==> config.mk <==
export PLATFORM = sky130hd
export DESIGN_NAME = spi_rx_packer
export DESIGN_NICKNAME = d
export VERILOG_FILES = /design/src/rtl/spi_rx_pkg.sv /design/src/rtl/spi_rx_packer_rr_arbiter.sv /design/src/rtl/spi_rx_packer.sv
export SDC_FILE = /design/constraint.sdc
export NUM_CORES = 1
export LEC_CHECK = 0
export BUFFER_PORTS_ARGS = -buffer_cell sky130_fd_sc_hd__buf_2
export CELL_PAD_IN_SITES_DETAIL_PLACEMENT = 1
export CELL_PAD_IN_SITES_GLOBAL_PLACEMENT = 1
export CORE_UTILIZATION = 35
export DETAILED_ROUTE_END_ITERATION = 6
export PLACE_DENSITY = 0.9
export SLEW_MARGIN = 30
export SYNTH_ARGS = -nofsm -noshare
export SYNTH_HDL_FRONTEND = slang
export SYNTH_SLANG_ARGS = --single-unit
==> constraint.sdc <==
create_clock -name sys_clk -period 4.7 [get_ports sys_clk]
set_clock_uncertainty 0.2 [all_clocks]
set_input_delay 0.705 -clock sys_clk [delete_from_list [all_inputs] [get_ports sys_clk]]
set_output_delay 0.705 -clock sys_clk [all_outputs]
set_load 0.02 [all_outputs]
==> src/rtl/spi_rx_pkg.sv <==
// Shared types and defaults for the SPI response packer: FSM states,
// default framing constants and the payload-cap helper.
package spi_rx_pkg;

   typedef enum logic [2:0] {
      ST_IDLE = 3'd0,
      ST_HDR  = 3'd1,
      ST_LEN  = 3'd2,
      ST_RD   = 3'd3,
      ST_WR   = 3'd4,
      ST_CK   = 3'd5,
      ST_DONE = 3'd6
   } state_e;

   localparam logic [7:0] HDR_BASE_DEF    = 8'h80;
   localparam logic [7:0] MAX_PAYLOAD_DEF = 8'd64;

   function automatic logic [7:0] cap_len(input logic [7:0] len, input logic [7:0] max_len);
      return (len > max_len) ? max_len : len;
   endfunction

endpackage

==> src/rtl/spi_rx_packer_rr_arbiter.sv <==
// Combinational round-robin finder: returns the first requesting index at or
// above ptr, wrapping past N_SLAVES-1 back to 0.
module rr_arbiter #(
   parameter int N_SLAVES = 3,
   parameter int PW       = (N_SLAVES > 1) ? $clog2(N_SLAVES) : 1
) (
   input  logic [N_SLAVES-1:0] req,
   input  logic [PW-1:0]       ptr,
   output logic [PW-1:0]       grant,
   output logic                any_req
);

   int idx;

   always_comb begin
      grant   = '0;
      any_req = 1'b0;
      idx     = 0;
      for (int i = 0; i < N_SLAVES; i++) begin
         idx = int'(ptr) + i;
         if (idx >= N_SLAVES) idx = idx - N_SLAVES;
         if (!any_req && req[PW'(idx)]) begin
            any_req = 1'b1;
            grant   = PW'(idx);
         end
      end
   end

endmodule

==> src/rtl/spi_rx_packer.sv <==
// Drains per-slave SPI response FIFOs into the host TX byte stream as framed
// packets [hdr, len, payload..]; define SPI_RX_CHECKSUM_EN to append an XOR byte.
module spi_rx_packer
   import spi_rx_pkg::*;
#(
   parameter int         N_SLAVES    = 3,
   parameter logic [7:0] HDR_BASE    = HDR_BASE_DEF,
   parameter logic [7:0] MAX_PAYLOAD = MAX_PAYLOAD_DEF
) (
   input  logic                  sys_clk,
   input  logic                  n_rst,
   input  logic [N_SLAVES-1:0]   have_msg_bus,
   input  logic [8*N_SLAVES-1:0] len_bus,
   input  logic [8*N_SLAVES-1:0] s_dout_bus,
   output logic [N_SLAVES-1:0]   s_rdreq_bus,
   output logic [7:0]            tx_data,
   output logic                  tx_wrreq,
   input  logic                  tx_full,
   output logic                  busy,
   output logic [2:0]            state_dbg
);

   localparam int PW = (N_SLAVES > 1) ? $clog2(N_SLAVES) : 1;

   state_e          state_q, state_d;
   logic [PW-1:0]   sel_q, sel_d;
   logic [PW-1:0]   ptr_q, ptr_d;
   logic [7:0]      cnt_q, cnt_d;
   logic [PW-1:0]   grant;
   logic            any_req;
   logic [7:0]      len_arr  [N_SLAVES];
   logic [7:0]      dout_arr [N_SLAVES];

   for (genvar g = 0; g < N_SLAVES; g++) begin : g_unpack
      assign len_arr[g]  = len_bus[8*g +: 8];
      assign dout_arr[g] = s_dout_bus[8*g +: 8];
   end

   rr_arbiter #(
      .N_SLAVES (N_SLAVES),
      .PW       (PW)
   ) u_arb (
      .req     (have_msg_bus),
      .ptr     (ptr_q),
      .grant   (grant),
      .any_req (any_req)
   );

`ifdef SPI_RX_CHECKSUM_EN
   logic [7:0] xor_q, xor_d;
`endif

   // Outputs are decoded from state so tx_full gates the strobe in the same cycle.
   always_comb begin
      state_d     = state_q;
      sel_d       = sel_q;
      ptr_d       = ptr_q;
      cnt_d       = cnt_q;
      s_rdreq_bus = '0;
      tx_data     = 8'h00;
      tx_wrreq    = 1'b0;
      case (state_q)
         ST_IDLE: begin
            if (any_req) begin
               sel_d   = grant;
               cnt_d   = cap_len(len_arr[grant], MAX_PAYLOAD);
               state_d = ST_HDR;
            end
         end
         ST_HDR: begin
            if (cnt_q == 8'd0) begin
               state_d = ST_DONE;
            end else if (!tx_full) begin
               tx_wrreq = 1'b1;
               tx_data  = HDR_BASE + 8'(sel_q);
               state_d  = ST_LEN;
            end
         end
         ST_LEN: begin
            if (!tx_full) begin
               tx_wrreq = 1'b1;
               tx_data  = cnt_q;
               state_d  = ST_RD;
            end
         end
         ST_RD: begin
            s_rdreq_bus = N_SLAVES'(1) << sel_q;
            state_d     = ST_WR;
         end
         ST_WR: begin
            if (!tx_full) begin
               tx_wrreq = 1'b1;
               tx_data  = dout_arr[sel_q];
               cnt_d    = cnt_q - 8'd1;
               if (cnt_q == 8'd1) begin
`ifdef SPI_RX_CHECKSUM_EN
                  state_d = ST_CK;
`else
                  state_d = ST_DONE;
`endif
               end else begin
                  state_d = ST_RD;
               end
            end
         end
`ifdef SPI_RX_CHECKSUM_EN
         ST_CK: begin
            if (!tx_full) begin
               tx_wrreq = 1'b1;
               tx_data  = xor_q;
               state_d  = ST_DONE;
            end
         end
`endif
         ST_DONE: begin
            ptr_d   = (sel_q == PW'(N_SLAVES - 1)) ? '0 : sel_q + PW'(1);
            state_d = ST_IDLE;
         end
         default: state_d = ST_IDLE;
      endcase
   end

`ifdef SPI_RX_CHECKSUM_EN
   always_comb begin
      xor_d = xor_q;
      if (state_q == ST_IDLE)  xor_d = 8'h00;
      else if (tx_wrreq)       xor_d = xor_q ^ tx_data;
   end

   always_ff @(posedge sys_clk or negedge n_rst) begin
      if (!n_rst) xor_q <= 8'h00;
      else        xor_q <= xor_d;
   end
`endif

   always_ff @(posedge sys_clk or negedge n_rst) begin
      if (!n_rst) begin
         state_q <= ST_IDLE;
         sel_q   <= '0;
         ptr_q   <= '0;
         cnt_q   <= 8'd0;
      end else begin
         state_q <= state_d;
         sel_q   <= sel_d;
         ptr_q   <= ptr_d;
         cnt_q   <= cnt_d;
      end
   end

   assign busy      = (state_q != ST_IDLE);
   assign state_dbg = state_q;

endmodule

### Word level (Yosys, flattened, before mapping)

Index checks and enable logic that the tools add are counted.

* flip-flop bits (word level): 15
* latch bits: 0
* RAM bits: 0
* ROM bits: 0
* logic and storage cells: 92
* memories kept: 0

* add/subtract/negate cells: 8
* $mul: 0
* divide/modulo/power cells: 0
* $lt $le $gt $ge: 9
* eq/ne operators: 11
* shift-type cells: 1
* mux-type cells: 45
* bitwise gates (word level): 2
* reductions and logical operators: 12

Operators by type and width (number)
* two-way mux 8 bit: 11
* binary-select mux 8 bit (select 2 bit): 2
* case mux 8 bit (3 select lines): 1
* two-way mux 3 bit: 7
* case mux 8 bit (2 select lines): 1
* case mux 3 bit (5 select lines): 1
* two-way mux 2 bit: 7
* less-than comparator 2 x 4 -> 1 bit, second input constant: 3
* two-way mux 1 bit: 11
* adder 8 x 2 -> 8 bit, first input constant: 1
* == test 8 x 1 -> 1 bit, second input constant: 1
* greater-than comparator 8 x 7 -> 1 bit, second input constant: 1
* zero test 8 bit: 1
* subtractor 8 x 1 -> 8 bit, second input constant: 1
* binary-select mux 1 bit (select 2 bit): 3
* == test 3 x 2 -> 1 bit, second input constant: 2
* == test 3 bit, second input constant: 2
* >= comparator 3 x 2 -> 1 bit, second input constant: 2
* >= comparator 3 bit, second input constant: 2
* inequality test 2 bit, second input constant: 3
* NOT 2 -> 3 bit: 2
* AND reduction 4 bit: 1
* subtractor 2 x 1 -> 2 bit, second input constant: 2
* adder 2 x 1 -> 3 bit, second input constant: 1
* 17 further kinds: 19

### Logic depth before layout (Yosys ltp)

* depth in word-level cells: 20
* gate-level depth with buffers: 8
* depth with buffers taken out: 8

### Hierarchy

Synthesis repeated with hierarchy kept, for this count alone.

* cell total of the unflattened synthesis: 195
* area total of the unflattened synthesis: 1664.1 um^2

Modules (own cells, without submodules)
* spi_rx_packer: times used 1, cells an instance 169, area each 1463.9 um^2, sequential area each 375.4 um^2
* rr_arbiter: times used 1, cells an instance 26, area each 200.2 um^2, sequential area each 0.0 um^2

### Worst setup path after synthesis

OpenSTA, ideal clock, no wires.

* path kind: reg2out
* start point: register state_q[2], in the netlist state_dbg[2]
* end point: output tx_data[0]
* arrival time: 1.834 ns
* required time: 3.795 ns
* slack: 1.961 ns
* stages on the path, launching flop included: 7
* buffers on the path: 2
* cells stage by stage: dfrtp_1 clkbuf_1 inv_1 nor3_1 clkbuf_1 a222oi_1 nor2_1

* longest elaborated chain between the ends: 2

Ends and longest elaborated chain
* from (decl): line spi_rx_packer.sv:25 `state_e state_q, state_d;`
* from (signal assigned): line spi_rx_packer.sv:143 `state_q <= state_d;`
* == test 3 bit, or another cell as far along: line spi_rx_packer.sv:62 `case (state_q)`
* case mux 8 bit (3 select lines) (*): line spi_rx_packer.sv:62
* to (decl): line spi_rx_packer.sv:16 `output logic [7:0] tx_data,`

Every way passes the cells marked *; elsewhere a longest branch is shown, timed or not.

### Worst setup path in the final report

* start point: register cnt_q[3]
* end point: output tx_data[7]

* longest elaborated chain between the ends: 3

Ends and longest elaborated chain
* from (decl): line spi_rx_packer.sv:28 `logic [7:0] cnt_q, cnt_d;`
* from (signal assigned): line spi_rx_packer.sv:146 `cnt_q <= cnt_d;`
* zero test 8 bit: line spi_rx_packer.sv:71 `if (cnt_q == 8'd0) begin`
* two-way mux 8 bit: line spi_rx_packer.sv:71
* case mux 8 bit (3 select lines): line spi_rx_packer.sv:62

No other way between the ends.

==> results.cfg <==
[outcome]
status = completed

[final_layout]
fillers = 579
antenna_cells = 0
syn2layout_area_growth_pct = 27.3
multi_input_area_um2 = 1130
drive_gt1_share_pct = 32.0
stdcell_area_um2 = 2000
seq_area_um2 = 375
nets = 333

[cts]
cts_tree = done
clock_latency_ns = 0.26
cts_buffer_depth = 2
ctsRootBufferMaster = clkbuf_8
numCtsBuffers = 3
postCtsResizedCells = 0
cts_hold_buf = 0
post-cts-setup-buffers = 0
cts_sinks = 15
clkTransAtPathRegs_ns = 0.06
htreeDepth = 1

[drt]
routed_via_density = 5.57
vias = 1806
wl_mm = 5.27
drt-pass1-iter-count = 4
drt_iter0_drc = 85
antenna_left = 0
wl_per_cell_um = 16.3
drc = 0

[setup_path]
end_kind = output pin
crit_family = simple AND/OR/NAND/NOR gates
critPathMaxStageDelay_ns = 0.60
crit_buf_inv = 1
crit_fanout = 6
arrival_ns = 2.64
required_ns = 3.80
cp-start-kind = flop
crit_slowest_cell = nor4b_1
crit_path_cell_trace = nor3_1 > nor4b_1 > a21oi_1 > and2_1 > a221oi_1 > nor2_1 > buf_2
setup.worst_path.class = flop to output pin

[floorplan]
ios = 70
start_util_pct = 36.4
design.die.area_um2 = 4770
rows = 24
die_w_um = 69.0
core_area_um2 = 4320
die_y_um = 69.0

[synth]
async_flop_share_pct = 100
synth_top_area_cell = dfrtp_1
muxShareOfSynthArea_pct = 13.0
yosys_warnings = 0
synth-compound-area-share_pct = 28.8
syn_inst = 207
synth_adder_area_share_pct = 4.77
ys_ff_latch = 15
synth_top_cell_area_share_pct = 23.9
synth_xor_area_share_pct = 1.67
synth_top_family_by_area = compound AO/OA/AOI/OAI gates
yosys-top-cells-area = dfrtp_1 24%, nand2_1 8.8%, mux2i_1 7.0%, o21ai_0 5.4%, nor2_1 5.3%
synth-edff-count = 0
avgSynthCellArea_um2 = 7.60
yosysSeqAreaShare_pct = 23.9
synth_fp_nets = 267
yosysUniqueCellTypes = 44
synth-main-ff-cell = dfrtp_1
synthSimpleGateAreaFrac_pct = 23.4
syn-cell-area_um2 = 1570

[placed_design]
placed_area_um2 = 1960
place_hpwl_mm = 4.11
gp_congestion = 0.817
io_buffers = 69

[power]
power_density_nw_per_um2 = 603
irDropWorstVdd_mv = 0.215
p_leak_uw = 0.000972
power.total_uw = 1210

[sta]
max_freq_mhz = 282
finalSetupViolations = 0
final-max-slew-violation-count = 0
hold_viol_final = 0
period_share_pct = 75.4
relSlewSlack_pct = 53.5
grt_setup_unrepaired = false
setup_tns_ns = 0
post-route-min-period_ns = 3.54
worst_pin_slew_ns = 0.694

[global_routing]
gr-total-overflow = 0
grt_pass1_vias = 1890
antenna_found_initial = 0
grt_usage_pct = 23.1
grt_max_degree = 16
grt_pass1_wl_mm = 8.99

[min_path]
hold_class = input port to asynchronous set/reset pin

[job]
max-cap-violations = 0
==> cell families after synthesis <==
| group | count (synthesis) |
|---|---|
| xor gates and xnor gates | 3 |
| muxes | 19 |
| DFF | 15 |
| adders and majority gates | 6 |
| buffers and inverters | 19 |
| and+or+nand+nor | 80 |
| AOI/OAI and AO/OA | 65 |
==> path summary, 6_finish.rpt <==
kind / endpoint / cells after the start / slack (ns) / startpoint
min: cnt_q[4]$_DFFE_PN0P_ / 1 / 0.16 / n_rst
max in group asynchronous: sel_q[0]$_DFFE_PN0P_ / 1 / 3.87 / n_rst
min reg2reg: ptr_q[0]$_DFFE_PN0N_ / 2 / 0.34 / ptr_q[0]$_DFFE_PN0N_
max reg2reg: cnt_q[2]$_DFFE_PN0P_ / 8 / 1.76 / ptr_q[0]$_DFFE_PN0N_
max: tx_data[7] / 7 / 1.16 / cnt_q[3]$_DFFE_PN0P_
min in group sys_clk: ptr_q[0]$_DFFE_PN0N_ / 2 / 0.34 / ptr_q[0]$_DFFE_PN0N_
==> flip-flops by register name, summed over array words and instances (netlist names) <==
signal / flops
state_dbg: 3
cnt_q: 8
sel_q: 2
ptr_q: 2
==> synthesized netlist by cell type (all sizes together) (3+ instances only) <==
library cell  count
nand2            37
nor2             23
o21ai            17
dfrtp            15
a21oi            13
mux2i            11
inv              10
clkbuf            9
mux2              8
nor3              8
a22oi             7
ha                6
a21o              4
a222oi            3
a32oi             3
nor4b             3
o21a              3
==> area by class of cell <==
class / instances / share of cell area [%]
Sequential cell: 15 / 18.8
Inverter: 10 / 1.88
Timing Repair Buffer: 70 / 17.6
Tap cell: 52 / 3.25
Multi-Input combinational cell: 173 / 56.2
Clock buffer: 4 / 2.25
==> stage by stage <==
step / utilization [%] / hold slack (ns) / worst slack, ns / cells
3_3_place_gp: 45.3 / 0.295 / 1.72 / 320
6_report: 46.3 / 0.158 / 1.16 / 324
5_1_grt: 46.3 / 0.177 / 1.03 / 324
3_5_place_dp: 45.3 / 0.337 / 1.60 / 320
4_1_cts: 46.3 / 0.166 / 1.23 / 324
2_1_floorplan: - / 0.209 / 1.96 / 207
==> cells in the final DEF, fill, tap and decap left out, drive strengths merged, types with 4 or more instances in the layout <==
cell type / instances
clkbuf: 4
mux2i: 11
dfrtp: 15
a21o: 4
mux2: 8
inv: 10
nor3: 8
ha: 6
a22oi: 7
nand2: 37
a21oi: 13
o21ai: 17
nor2: 23
buf: 70
==> report_power, final <==
group          switching [uW]  total (uW)  internal [uW]  leakage, uW
clock                    51.5         112           60.3    0.0000228
sequential                108         290            182     0.000191
combinational             477         805            328     0.000759
==> per-layer routing <==
metal | routed length (um) | vias up | share of wire, % | global-route usage [%]
met5 | 0 | - | 0 | 0
met4 | 41 | 0 | 0.78 | 4.54
met3 | 176 | 6 | 3.3 | 3.65
met2 | 2950 | 41 | 56 | 43.8
met1 | 2110 | 876 | 40 | 27.0
li1 | - | 883 | - | -
Power figures use the tool's default switching activity.
